==> src/rtl/input_channel_fifo.sv <==
// Per-port input buffer: a packet-framing filter in front of a circular FIFO.
// It presents the head flit and its top nibble to the port allocator.
//
// state | meaning
// IDLE  | between packets; only a header may start a packet
// PKT   | inside a packet; payloads and back-to-back headers are stored
module input_channel_fifo #(
  parameter int FLIT_W = 16,
  parameter int DEPTH  = 4
) (
  input  logic                     clk,
  input  logic                     rst,
  input  logic [FLIT_W-1:0]        in_flit,
  input  logic                     in_valid,
  output logic                     in_ready,
  input  logic                     pop,
  output logic [FLIT_W-1:0]        out_flit,
  output logic [3:0]               out_msn,
  output logic                     out_valid,
  output logic [$clog2(DEPTH):0]   count,
  output logic [7:0]               drop_cnt
);

  localparam int AW = $clog2(DEPTH);
  localparam int CW = AW + 1;

  typedef enum logic {IDLE, PKT} state_t;

  state_t            state, state_nxt;
  logic [AW-1:0]     wr_ptr, rd_ptr;
  logic [FLIT_W-1:0] mem [DEPTH];
  logic [1:0]        ftype;
  logic              accept, store, drop, do_pop;

  assign ftype     = in_flit[FLIT_W-1 -: 2];
  assign in_ready  = (count != CW'(DEPTH));
  assign out_valid = (count != '0);
  assign accept    = in_valid & in_ready;
  assign do_pop    = pop & out_valid;

  always_comb begin
    store     = 1'b0;
    drop      = 1'b0;
    state_nxt = state;
    if (accept) begin
      unique case (ftype)
        2'b11: begin
          store     = 1'b1;
          state_nxt = PKT;
        end
        2'b10: begin
          if (state == PKT) store = 1'b1;
          else              drop  = 1'b1;
        end
        2'b00: state_nxt = IDLE;
        2'b01: begin
          drop      = 1'b1;
          state_nxt = IDLE;
        end
      endcase
    end
  end

  always_ff @(posedge clk) begin
    if (rst) begin
      state    <= IDLE;
      wr_ptr   <= '0;
      rd_ptr   <= '0;
      count    <= '0;
      drop_cnt <= '0;
    end else begin
      state <= state_nxt;
      if (store)  wr_ptr <= wr_ptr + AW'(1);
      if (do_pop) rd_ptr <= rd_ptr + AW'(1);
      if (store && !do_pop)      count <= count + CW'(1);
      else if (!store && do_pop) count <= count - CW'(1);
      if (drop && drop_cnt != 8'hFF) drop_cnt <= drop_cnt + 8'd1;
    end
  end

  // Storage is not reset; the empty-forcing on the outputs hides stale entries.
  always_ff @(posedge clk) begin
    if (!rst && store) mem[wr_ptr] <= in_flit;
  end

  assign out_flit = out_valid ? mem[rd_ptr] : '0;
  assign out_msn  = out_flit[FLIT_W-1 -: 4];

endmodule

==> config.mk <==
export PLATFORM = sky130hd
export DESIGN_NAME = input_channel_fifo
export DESIGN_NICKNAME = d
export VERILOG_FILES = /design/src/rtl/input_channel_fifo.sv
export SDC_FILE = /design/constraint.sdc
export NUM_CORES = 1
export LEC_CHECK = 0
export CAP_MARGIN = 20
export CORE_MARGIN = 3
export CORE_UTILIZATION = 27
export DETAILED_ROUTE_END_ITERATION = 8
export HOLD_SLACK_MARGIN = 0.12
export SYNTH_ARGS = -nofsm -noshare
export SYNTH_HDL_FRONTEND = slang
export SYNTH_SLANG_ARGS = --single-unit
==> constraint.sdc <==
create_clock -name clk -period 3.45 [get_ports clk]
set_clock_uncertainty 0.05 [all_clocks]
set_input_delay 0.69 -clock clk [delete_from_list [all_inputs] [get_ports clk]]
set_output_delay 0.69 -clock clk [all_outputs]
set_load 0.02 [all_outputs]
==> results.ini, run 1 <==
[synth]
yosys_warnings = 0
syn-num-nets = 249
postSynthCellCount = 217
yosysSeqAreaShare = 0.658
syn-cell-area_sq_um = 3470
synth_cell_types = 38
ys_ff_latch = 82
avgSynthCellArea_sq_um = 16.0

[route]
wl_microns = 6600
antenna_left = 0
vias = 1988
wl_per_cell_microns = 14.6
drt-initial-drc-count = 128
route.detailed.drc = 0
via_per_inst = 4.39
first_pass_iters = 4

[sta]
min_period_over_period = 0.848
fin_tns_setup_ns = 0
hold_violations = 0
clock.fmax_ghz = 0.342
setup_ws_ns = 0.526
finalSetupViolCount = 0
rsz0062_at_grt = no
relSlewSlack = 0.754
period_needed_ns = 2.92
tightestPinTransition_ns = 0.368
maxSlewViolCount = 0

[worst_setup_path]
cp_slowest_cell = clkdlybuf4s50_1
crit_chain = buf_4 -> mux4_2 -> and2_1 -> clkdlybuf4s50_1
end_kind = output port
worst_ep_required_time_ns = 2.71
critPathKind = flip-flop to output port
cp.arrival_ns = 2.18
cp-start-kind = flip-flop
crit_path_max_incr_delay_ns = 0.55
critPathMaxFanout = 10

[floorplanning]
initial_core_util = 0.283
die_x_microns = 119
core_sq_um = 12300
rows = 40
die_h_microns = 119
die-area_sq_um = 14200
io_pins = 53

[clock_tree]
cts_resized = 0
clk_latency_ns = 0.33
cts_max_level = 3
postCtsHoldBufs = 0
clockBufferDepth = 2
cts_sinks = 82
postCtsSetupRepairBufs = 0
cts_tree = yes
cts_root_buf = clkbuf_16
cts_buffers = 9
clk_pin_slew_ns = 0.06

[final_layout]
n_antenna_cell = 0
mostFrequentLayoutCells = edfxtp_1, clkdlybuf4s50_1, and2_1
layout_commonest_cell = edfxtp_1
drive_gt1_frac = 0.175
syn2layout_area_growth_pct = 29.5
layout.nets = 313
n_fill_cell = 1163

[power]
ir_drop_mv = 0.282
power.density_nw_per_um2 = 719
static-leakage-power_nw = 1.51

[global_route]
grt_usage = 0.0987
grt_max_degree = 20
grt_overflow = 0
antenna_found_initial = 0
grt_pass1_wl_microns = 10700
first_global_vias = 2015

[place]
dp_hpwl_microns = 4600
numPortBuffers = 52
pre_cts_slack_ns = 0.293
gp_congestion = 0.747

[min_path]
hold_class = flip-flop to flip-flop

[status]
outcome = finished, final reports clean

[run]
cap_violations = 0

per-layer routing:
metal	up-vias	global-route usage	wire (microns)
met1	986	0.115	2820
li1	949	-	-
met2	41	0.159	3200
met4	0	0.0558	165
met3	12	0.0342	408
met5	-	0	0
worst max-delay path, delay by kind of cell (launching register included):
| kind | cells | cell delay [ns] |
|---|---|---|
| AND/OR/NAND/NOR | 1 | 0.19 |
| buffers and inverters | 2 | 0.83 |
| multiplexers | 1 | 0.30 |
| flip-flops | 1 | 0.53 |
registers in the layout, indices dropped and copies added, names as in the netlist, named ones only:
signal / count
count: 3
mem: 64
state: 1
rd_ptr: 2
drop_cnt: 8
wr_ptr: 2
cells in the mapped netlist:
library cell	instances	share of area
ha_1	11	0.040
inv_1	7	0.0076
o21ba_2	1	0.0029
o21a_1	1	0.0022
nand3_1	6	0.0087
o2111ai_4	1	0.0076
dfxtp_1	18	0.10
nor2b_1	1	0.0018
buf_4	5	0.011
clkbuf_1	5	0.0054
o21bai_1	1	0.0022
nor3b_1	1	0.0022
xor2_1	4	0.010
nand2_1	3	0.0032
or3_2	2	0.0043
and4_1	1	0.0025
a21o_1	1	0.0022
nor3_1	1	0.0014
nand4_1	1	0.0018
or4_1	2	0.0043
nor2_1	13	0.014
or3_1	3	0.0054
and2_1	20	0.036
or3b_1	1	0.0025
o21ai_0	3	0.0043
a21oi_1	8	0.012
mux4_2	16	0.10
buf_2	2	0.0029
a311oi_1	1	0.0025
buf_6	2	0.0065
and2b_1	1	0.0022
mux2i_1	3	0.0087
xnor2_1	1	0.0025
o31ai_1	3	0.0065
fa_1	1	0.0058
edfxtp_1	64	0.55
nand3b_1	1	0.0022
o2111a_1	1	0.0032
per-stage QoR:
| stage | hold WS, ns | util | cells | power, mW | instance area [sq um] |
|---|---|---|---|---|---|
| final | 0.472 | 0.366 | 453 | 3.23 | 4490 |
| after detailed placement | 0.461 | 0.344 | 438 | 2.41 | 4220 |
| after CTS | 0.477 | 0.366 | 453 | 3.28 | 4490 |
| after global routing | 0.497 | 0.366 | 453 | 3.40 | 4490 |
| after global placement | 0.455 | 0.344 | 438 | 2.40 | 4220 |
| after floorplan | 0.430 | - | 217 | 1.93 | 3470 |
final timing paths:
kind,slack [ns],endpoint,cells past startpoint,startpoint
max reg2reg,0.71,count[2]$_SDFFE_PP0P_,8,count[0]$_SDFFE_PP0P_
min reg2reg,0.47,flip-flop,2,rd_ptr[1]$_SDFFE_PP0P_
max,0.53,out_flit[15],4,flip-flop
min,0.47,flip-flop,2,rd_ptr[1]$_SDFFE_PP0P_
cell type report:
cell class	count	area (sq um)	area share
well taps	168	210	0.0468
repair buffers	67	633	0.141
flip-flops and latches	82	2280	0.508
multi-input cells	114	1070	0.238
clock inverters	6	42.5	0.00948
inverters	7	26.3	0.00585
clock buffers	9	225	0.0502
where the power goes:
| group | switching (mW) | internal, mW |
|---|---|---|
| Combinational | 0.612 | 0.599 |
| Sequential | 0.0429 | 1.11 |
| Clock | 0.376 | 0.484 |
cell families after synthesis:
family / share of synthesized area
AOI/OAI and AO/OA: 0.0451
xor gates and xnor gates: 0.0126
adders and majority gates: 0.0455
buffers and inverters: 0.0332
DFF: 0.658
muxes: 0.113
and+or+nand+nor: 0.0927
Note: power is estimated with default switching activity, not from simulation.
==> run 2, diff against run 1 <==
Clock period 3.45 ns to 2.9 ns, I/O delays scaled along.
==> results.ini, run 2 (synthesis results as in run 1) <==
[route]
drt-met1-wl_microns = 2890  ; +2.6%
via_per_inst = 4.30  ; -2.0%
highest_layer = met4
wl_met3_microns = 371  ; -9.1%
wl_microns = 6510  ; -1.4%
first_pass_iters = 4  ; unchanged
dr_wl_met2_microns = 3170  ; -0.94%
vias = 1969  ; -0.96%
route.detailed.drc = 0  ; unchanged
drt-initial-drc-count = 88  ; -31%
antenna_left = 0  ; unchanged
wl_per_cell_microns = 14.2  ; -2.5%

[global_route]
grt_overflow = 0  ; unchanged
first_global_vias = 2071  ; +2.8%
grt_usage = 0.0970  ; -0.00175
grt_max_degree = 19  ; -5.0%
antenna_found_initial = 0  ; unchanged
grt_pass1_wl_microns = 10800  ; +0.77%

[sta]
min_period_over_period = 0.951
relSlewSlack = 0.746  ; -0.00847
clock.fmax_ghz = 0.362
rsz0062_at_grt = no
finalSetupViolCount = 0  ; unchanged
maxSlewViolCount = 0  ; unchanged
tightestPinTransition_ns = 0.380  ; +0.0113 ns
whs_ns = 0.478  ; +0.00526 ns
hold_violations = 0  ; unchanged
period_needed_ns = 2.76

[clock_tree]
clk_latency_ns = 0.33  ; about the same
cts_sinks = 82  ; unchanged
cts_tree = yes
cts_max_level = 3  ; unchanged
cts_root_buf = clkbuf_16
postCtsHoldBufs = 0  ; unchanged
cts_resized = 0  ; unchanged
cts_buffers = 9  ; unchanged
clk_pin_slew_ns = 0.06  ; about the same
postCtsSetupRepairBufs = 0  ; unchanged
clockBufferDepth = 2  ; unchanged

[final_layout]
largestRegisters = mem (64), drop_cnt (8), count (3)
seq_area_sq_um = 2280  ; unchanged
layout.nets = 317  ; +1.3%
syn2layout_area_growth_pct = 32.2
largest_register_ffs = 64  ; unchanged
multiInputGateArea_sq_um = 1070  ; unchanged
n_antenna_cell = 0  ; unchanged
layout_commonest_cell = edfxtp_1
drive_gt1_frac = 0.190  ; +0.0142
final_cells = 458  ; +1.1%
n_fill_cell = 1164  ; +0.086%
mostFrequentLayoutCells = edfxtp_1, clkdlybuf4s50_1, and2_1
regMostFlops = mem

[floorplanning]
core_sq_um = 12300  ; unchanged
die_h_microns = 119  ; unchanged
die_x_microns = 119  ; unchanged
die-area_sq_um = 14200  ; unchanged
io_pins = 53  ; unchanged
initial_core_util = 0.283  ; unchanged
rows = 40  ; unchanged

[worst_setup_path]
crit_chain = buf_6 -> mux4_2 -> and2_1 -> clkdlybuf4s50_1
end_kind = output port
timing.rr.start = count[0]$_SDFFE_PP0P_
cp.arrival_ns = 2.13  ; -0.05 ns
crit_path_max_incr_delay_ns = 0.54  ; about the same
worst_ep_required_time_ns = 2.27  ; -0.44 ns
critPathKind = flip-flop to output port
critPathMaxFanout = 10  ; unchanged
cp-start-kind = flip-flop
cp_slowest_cell = clkdlybuf4s50_1

[place]
dp_hpwl_microns = 4560  ; -0.84%
numPlacedInstances = 442  ; +0.91%
numPortBuffers = 52  ; unchanged
gp_congestion = 0.750  ; +0.33%

[power]
power.density_nw_per_um2 = 872  ; +21%
static-leakage-power_nw = 1.55  ; +3.0%
ir_drop_mv = 0.343  ; +22%

[status]
outcome = finished, final reports clean

[min_path]
hp-start = drop_cnt[5]$_SDFFE_PP0P_
hold_class = flip-flop to flip-flop

[run]
cap_violations = 0  ; unchanged

## run 2: changes by cell type in the layout (fill, tap and decap cells not counted)
cell        change
buf_4           +2
buf_12          +1
clkinv_8        +1
clkinv_2        -2
clkinv_4        +2
clkinvlp_4      -1
bufinv_16       +1
buf_6           +1
## run 2: where the power goes
group / internal, mW / leakage [nW] / switching (mW)
registers: 1.32 / 0.723 / 0.0533
clock network: 0.681 / 0.149 / 0.461
logic: 0.745 / 0.683 / 0.730
## run 2: worst paths after layout
check | slack, ns | cells past startpoint | end
worst max-delay path | 0.14 | 4 | out_flit[14]
worst min-delay path | 0.48 | 2 | drop_cnt[5]$_SDFFE_PP0P_
worst max register to register | 0.46 | 8 | count[2]$_SDFFE_PP0P_
worst min register to register | 0.48 | 2 | drop_cnt[5]$_SDFFE_PP0P_
## run 2: critical path, delay by kind of cell (launching register included)
| kind | cells | cell delay [ns] |
|---|---|---|
| muxes | 1 | 0.50 |
| buffers and inverters | 2 | 0.74 |
| and+or+nand+nor | 1 | 0.20 |
| DFF | 1 | 0.36 |
## run 2: routing by layer
metal / GRT usage / up-vias
li1: - / 955
met1: 0.117 / 967
met2: 0.160 / 39
met3: 0.0361 / 8
met4: 0.0322 / 0
met5: 0 / -
## run 2: area by class of cell
type | count | area share
flip-flops and latches | 82 | 0.498
multi-input cells | 114 | 0.233
repair buffers | 71 | 0.148
clock buffers | 9 | 0.0492
well taps | 168 | 0.0459
clock inverters | 7 | 0.0194
inverters | 7 | 0.00573
## run 2: through the flow
stage          power, mW  TNS (ns)  setup slack (ns)  instance area, sq um  utilization
2_1_floorplan       2.29         0             0.382                  3470            -
3_3_place_gp        2.88   -0.0426           -0.0426                  4260        0.348
3_5_place_dp        2.90    -0.157            -0.157                  4260        0.348
4_1_cts             4.06         0            0.0644                  4580        0.373
5_1_grt             4.21         0            0.0167                  4580        0.374
6_report            3.99         0             0.141                  4580        0.374
